## src/rtl/ref_clk_pkg.sv

```systemverilog
// Shared state encoding, limits and waveform helper for the reference-clock pattern generator.
// Definitions only: no timing, no flow control.
package ref_clk_pkg;

  typedef enum logic [1:0] {
    IDLE  = 2'd0,
    ARMED = 2'd1,
    RUN   = 2'd2,
    DRAIN = 2'd3
  } state_e;

  localparam int unsigned DIV_MIN = 2;

  // Helper operand width; callers zero-extend their DIV_W+1 bit indices into it.
  localparam int unsigned HB_W = 16;
  typedef logic [HB_W-1:0] hb_val_t;

  // Half-cycle p of a div-long period is high for the first ceil(div/2) slots.
  function automatic logic hi_bit(input hb_val_t p, input hb_val_t div);
    return p < ((div + hb_val_t'(1)) >> 1);
  endfunction

endpackage

```

## src/rtl/ref_clk_phase_acc.sv

```systemverilog
// Half-cycle phase accumulator: two slot indices per clk, +2 mod div advance, boundary-slot flags.
// Indices are combinational from the registered position; restart re-bases the current cycle to index 0.
module ref_clk_phase_acc
  import ref_clk_pkg::*;
#(
  parameter int unsigned DIV_W = 8
) (
  input  logic             clk,
  input  logic             rst_n,
  input  logic [DIV_W-1:0] div,
  input  logic             restart,
  input  logic             adv,
  output logic [DIV_W:0]   idx1,
  output logic [DIV_W:0]   idx2,
  output logic             bnd_d1,
  output logic             bnd_d2
);

  logic [DIV_W:0] pos_q;
  logic [DIV_W:0] pos_d;
  logic [DIV_W:0] div_x;
  logic [DIV_W:0] base;
  logic [DIV_W:0] inc1;
  logic [DIV_W:0] inc2;

  always_comb begin
    div_x  = {1'b0, div};
    base   = restart ? '0 : pos_q;
    inc1   = base + (DIV_W + 1)'(1);
    inc2   = base + (DIV_W + 1)'(2);
    idx1   = base;
    idx2   = (inc1 >= div_x) ? '0 : inc1;
    bnd_d1 = (base == '0);
    bnd_d2 = (inc1 == div_x);
    pos_d  = pos_q;
    // pos < div and div >= 2, so a single subtraction always lands back in range.
    if (adv) begin
      pos_d = (inc2 >= div_x) ? (inc2 - div_x) : inc2;
    end
  end

  always_ff @(posedge clk) begin
    if (!rst_n) begin
      pos_q <= '0;
    end else begin
      pos_q <= pos_d;
    end
  end

endmodule

```

## src/rtl/ref_clk_pattern_gen.sv

```systemverilog
// ODDR D1/D2 pattern generator for the ADC reference clock; optional period counter under REF_CLK_PERIOD_CNT_EN.
// Registered outputs, first high bit 2 cycles after enable; cfg_ready only in IDLE so config is held off, never lost.
module ref_clk_pattern_gen
  import ref_clk_pkg::*;
#(
  parameter int unsigned      DIV_W   = 8,
  parameter logic [DIV_W-1:0] DIV_RST = DIV_W'(2)
) (
  input  logic             clk,
  input  logic             rst_n,
  input  logic [DIV_W-1:0] cfg_div,
  input  logic             cfg_valid,
  output logic             cfg_ready,
  output logic             cfg_err,
  input  logic             enable,
  input  logic             sync_req,
  output logic             sync_ack,
  output logic             d1,
  output logic             d2,
  output logic             running
`ifdef REF_CLK_PERIOD_CNT_EN
  ,
  output logic [31:0]      period_cnt
`endif
);

  localparam logic [DIV_W-1:0] DIV_MIN_V = DIV_W'(DIV_MIN);

  state_e           state_q;
  state_e           state_d;
  logic [DIV_W-1:0] div_q;
  logic [DIV_W-1:0] div_d;
  logic             d1_q;
  logic             d1_d;
  logic             d2_q;
  logic             d2_d;
  logic             sync_ack_q;
  logic             sync_ack_d;
  logic             cfg_err_q;
  logic             cfg_err_d;

  logic             restart;
  logic             adv;
  logic [DIV_W:0]   idx1;
  logic [DIV_W:0]   idx2;
  logic             bnd_d1;
  logic             bnd_d2;
  logic             hi1;
  logic             hi2;

  // ARMED re-bases to index 0 so the first RUN cycle already shows d1=1.
  assign restart = (state_q == ARMED) || ((state_q == RUN) && sync_req);
  assign adv     = (state_q != IDLE);

  ref_clk_phase_acc #(
    .DIV_W (DIV_W)
  ) u_phase_acc (
    .clk     (clk),
    .rst_n   (rst_n),
    .div     (div_q),
    .restart (restart),
    .adv     (adv),
    .idx1    (idx1),
    .idx2    (idx2),
    .bnd_d1  (bnd_d1),
    .bnd_d2  (bnd_d2)
  );

  assign hi1 = hi_bit(hb_val_t'(idx1), hb_val_t'(div_q));
  assign hi2 = hi_bit(hb_val_t'(idx2), hb_val_t'(div_q));

  always_comb begin
    state_d    = state_q;
    div_d      = div_q;
    d1_d       = 1'b0;
    d2_d       = 1'b0;
    sync_ack_d = 1'b0;
    cfg_err_d  = 1'b0;
    case (state_q)
      IDLE: begin
        if (cfg_valid) begin
          if (cfg_div < DIV_MIN_V) begin
            cfg_err_d = 1'b1;
          end else begin
            div_d = cfg_div;
          end
        end
        if (enable) begin
          state_d = ARMED;
        end
      end
      ARMED: begin
        if (enable) begin
          d1_d    = hi1;
          d2_d    = hi2;
          state_d = RUN;
        end else begin
          state_d = IDLE;
        end
      end
      RUN: begin
        d1_d       = hi1;
        d2_d       = hi2;
        sync_ack_d = sync_req;
        if (!enable) begin
          state_d = DRAIN;
        end
      end
      DRAIN: begin
        // Stop only where a new period would begin, so the last high pulse is never truncated.
        if (enable) begin
          d1_d    = hi1;
          d2_d    = hi2;
          state_d = RUN;
        end else if (bnd_d1) begin
          state_d = IDLE;
        end else if (bnd_d2) begin
          d1_d    = hi1;
          state_d = IDLE;
        end else begin
          d1_d = hi1;
          d2_d = hi2;
        end
      end
      default: begin
        state_d = IDLE;
      end
    endcase
  end

  always_ff @(posedge clk) begin
    if (!rst_n) begin
      state_q    <= IDLE;
      div_q      <= DIV_RST;
      d1_q       <= 1'b0;
      d2_q       <= 1'b0;
      sync_ack_q <= 1'b0;
      cfg_err_q  <= 1'b0;
    end else begin
      state_q    <= state_d;
      div_q      <= div_d;
      d1_q       <= d1_d;
      d2_q       <= d2_d;
      sync_ack_q <= sync_ack_d;
      cfg_err_q  <= cfg_err_d;
    end
  end

  assign d1        = d1_q;
  assign d2        = d2_q;
  assign sync_ack  = sync_ack_q;
  assign cfg_err   = cfg_err_q;
  assign cfg_ready = (state_q == IDLE);
  assign running   = (state_q == RUN) || (state_q == DRAIN);

`ifdef REF_CLK_PERIOD_CNT_EN
  logic [DIV_W:0] div_m1;
  logic           last_slot;
  logic           period_end;
  logic [31:0]    period_cnt_q;
  logic [31:0]    period_cnt_d;

  // A period counts once its final half-cycle is actually emitted on a pin slot.
  always_comb begin
    div_m1       = {1'b0, div_q} - (DIV_W + 1)'(1);
    last_slot    = (idx1 == div_m1) || (idx2 == div_m1);
    period_end   = last_slot && (state_q != IDLE)
                   && !((state_q == ARMED) && !enable)
                   && !((state_q == DRAIN) && !enable && bnd_d1);
    period_cnt_d = period_cnt_q;
    case (state_q)
      ARMED:      period_cnt_d = period_end ? 32'd1 : 32'd0;
      RUN, DRAIN: if (period_end) period_cnt_d = period_cnt_q + 32'd1;
      default:    period_cnt_d = period_cnt_q;
    endcase
  end

  always_ff @(posedge clk) begin
    if (!rst_n) begin
      period_cnt_q <= '0;
    end else begin
      period_cnt_q <= period_cnt_d;
    end
  end

  assign period_cnt = period_cnt_q;
`endif

endmodule

```

## config.mk

```make
export PLATFORM = sky130hd
export DESIGN_NAME = ref_clk_pattern_gen
export DESIGN_NICKNAME = d
export VERILOG_FILES = /design/src/rtl/ref_clk_pkg.sv /design/src/rtl/ref_clk_phase_acc.sv /design/src/rtl/ref_clk_pattern_gen.sv
export SDC_FILE = /design/constraint.sdc
export NUM_CORES = 1
export LEC_CHECK = 0
export BUFFER_PORTS_ARGS = -buffer_cell sky130_fd_sc_hd__buf_2
export CAP_MARGIN = 20
export CELL_PAD_IN_SITES_DETAIL_PLACEMENT = 1
export CELL_PAD_IN_SITES_GLOBAL_PLACEMENT = 1
export CORE_MARGIN = 4
export CORE_UTILIZATION = 40
export CTS_BUF_LIST = sky130_fd_sc_hd__clkbuf_8
export DETAILED_ROUTE_END_ITERATION = 12
export GPL_ROUTABILITY_DRIVEN = 1
export PLACE_DENSITY = 0.76
export SLEW_MARGIN = 20
export SYNTH_ARGS = -nofsm -noshare
export SYNTH_HDL_FRONTEND = slang
export SYNTH_HIERARCHICAL = 1
export SYNTH_SLANG_ARGS = --single-unit
export TNS_END_PERCENT = 1
```

## constraint.sdc

```tcl
create_clock -name clk -period 3.95 [get_ports clk]
set_input_delay 0.79 -clock clk [delete_from_list [all_inputs] [get_ports clk]]
set_output_delay 0.79 -clock clk [all_outputs]
set_load 0.1 [all_outputs]
```

==> run summary <==
number of flops mapped to enable cells by yosys: 0
ys flop type: dfxtp_1
Die Footprint: 0.00728 sq mm
Antenna Nets Post-Route: 0
final core utilization: 50.3%
Synth Area in Compound Gates: 19.2%
Die X: 85.3 um
H-tree depth: 1
post-synthesis xor/xnor area fraction: 7.69%
DP Wirelength: 6150 um
maximum clock frequency: 262 MHz
final setup vio count: 0
Core Rows: 27
sequential cell area fraction in the yosys report: 19.3%
Final Max Tran Viols: 0
clk sinks: 23
Total GRT Usage: 21.5%
Nets: 398
Placed Cells: 415
CTS tree: built
drc violations: 0
WP data required: 4160 ps
clk buf depth: 2
CP endpoint: d2
Crit. End Element: register
Synth Area in Adders: 18.6%
TritonCTS Buffers: 3
max cap viols: 0
Placer Congestion: 0.893
peak supply drop: 0.000333 V
Die Y: 85.3 um
Worst Hold Margin: 490 ps
CP Class: in2reg
clk_lat worst skew: 270 ps
leak pwr: 1.26 nW
area grow syn2layout: 18.6%
mux contribution to synthesized area: 0.837%
# IOs: 19
ys async rst share: 0%
CTS Hold Bufs: 0
FF-to-FF Start: state_q[0]
Fill cells: 720
Starting Density: 42.4%
RR Endpoint: d2
core area: 0.00564 sq mm
clk slew on worst S/H paths: 100 ps
Final Skew: 7.48 ps
Yosys reg bits: 23
first-pass GRT wire length: 12500 um
status: finished, final reports clean
largest family of logic cells by synthesized area: simple AND/OR/NAND/NOR gates
final worst-path cycle share: 96.4%
Synth Instances: 304
TritonRoute pass-1 iters: 4
mapped cell area: 0.00239 sq mm
remaining global-route overflow: 0
total power: 1.67 mW
Worst-Margin Slew: 790 ps
Place WS: -235 ps
ANT cells: 0
initial antenna violation count: 0
Ys Warns: 6
Yosys cell types: 55
CP startpoint: sync_req
Synth Area in Simple Gates: 27.7%
syn avg cell area: 7.87 sq um
total wire length: 7650 um
Final Instance Area: 0.00284 sq mm
First DRT Iteration DRCs: 92
Clk Tree Root Cell: clkbuf_8
Post-Synthesis Net Count: 352
Pwr Density: 588 mW/mm^2
slew margin rel.: 47.3%
Via Count: 2382
Tmin final: 3810 ps
largest net degree at the start of global routing: 28
hold violation count in the final report: 0
Post-Place Cell Area: 0.00275 sq mm
Vias/cell: 5.66
HP Class: reg2reg
Routed wire per std cell: 18.2 um
share of cells above drive strength 1: 21.5%
flop-to-flop setup slack: 340 ps
post-route setup TNS: 0 ps
CP max FO: 5
vias in the first global route: 2521
Worst R2R Path Depth: 18
final std cells w/o fill: 421
CP Launch Type: primary input
WP data arrival: 4020 ps
# port buffers: 18
Final WS setup: 140 ps
## cell type report
class | instances | area (sq um) | share of cell area (%)
Timing Repair Buffer | 52 | 345 | 12.2
Tap cell | 72 | 90.1 | 3.18
Clock buffer | 3 | 41.3 | 1.46
Sequential cell | 23 | 460 | 16.2
Clock inverter | 1 | 5.00 | 0.176
Multi-Input combinational cell | 248 | 1810 | 63.9
Inverter | 22 | 82.6 | 2.91
## metal layers
metal  up-vias  share of wire (%)  wire (um)  GRT usage [%]
met2        45                 47       3620           36.1
met3        13                4.2        322           1.84
met4         0                1.6        126           5.61
met5         -                  0          0              0
li1       1176                  -          -              -
met1      1148                 47       3580           29.6
## how the worst min path moves through the flow
stage,from,to,slack (ps),cells past startpoint
after floorplan,u_phase_acc/pos_q[8],u_phase_acc/pos_q[8],430,2
after global placement,u_phase_acc/pos_q[8],u_phase_acc/pos_q[8],460,2
after detailed placement,u_phase_acc/pos_q[8],u_phase_acc/pos_q[8],470,2
after CTS,u_phase_acc/pos_q[8],u_phase_acc/pos_q[8],490,2
after global routing,u_phase_acc/pos_q[8],u_phase_acc/pos_q[8],500,2
final,u_phase_acc/pos_q[8],u_phase_acc/pos_q[8],490,2
## logic make-up after synthesis
kind of cell    Yosys count
simple gates            120
fa+ha+maj                35
other cells               1
xor+xnor                 21
mux                       2
compound gates           69
flops                    23
buf+inv                  33
## sequential cells by signal, summed over array words and instances (netlist names), named ones only
signal and cells:
cfg_err 1, d1 1, d2 1, div_q 8
state_q 1, sync_ack 1, u_phase_acc/pos_q 9
## power by group
group	switching (mW)	internal [mW]	total (mW)
logic	0.669	0.521	1.19
clock network	0.0868	0.0707	0.158
registers	0.0504	0.269	0.319
total	0.806	0.861	1.67
## cells in the mapped netlist (all sizes together) (3+ instances only)
master	instances	share of area, %
inv	22	3.5
nand4	7	1.8
o211ai	3	0.94
nor3	13	2.9
o21a	5	1.6
nand2b	4	1.0
nand2	25	3.9
a21oi	16	3.3
nor2	17	2.7
dfxtp	23	19
and4	4	1.5
nor2b	17	4.8
ha	34	18
xnor2	8	2.9
o21ai	23	4.8
clkbuf	4	0.63
xor2	13	4.8
a211oi	3	0.94
nor4	4	1.7
nand3	19	4.2
buf	7	2.5
## cell usage in the layout (no fill, tap or decap), drive strengths merged, types with 16 or more instances in the layout
cell type / Yosys / final
a21oi: 16 / 16
buf: 7 / 52
nand3: 19 / 19
nand2: 25 / 25
inv: 22 / 22
o21ai: 23 / 23
nor2b: 17 / 17
nor2: 17 / 17
ha: 34 / 34
dfxtp: 23 / 23
## timing repair
| item | 4_1_cts | 5_1_grt |
|---|---|---|
| setup endpoints to repair | 0 | 5 |
| gates resized for setup | 0 | 7 |
| buffers inserted | 0 | 2 |
## worst max-delay path, stage by stage
cell and delay [ps]:
buf_2 100, nand3_1 90, o21ai_2 110, buf_4 160
nor2b_2 180, ha_1 240, nand3b_1 140, nor3_2 210
xor2_1 260, ha_1 300, o21ai_0 310, o21ai_2 130
nor2b_1 140, ha_1 260, a21o_1 170, a211oi_1 230
nand2_1 80, a21oi_1 120
Power figures use the tool's default switching activity.
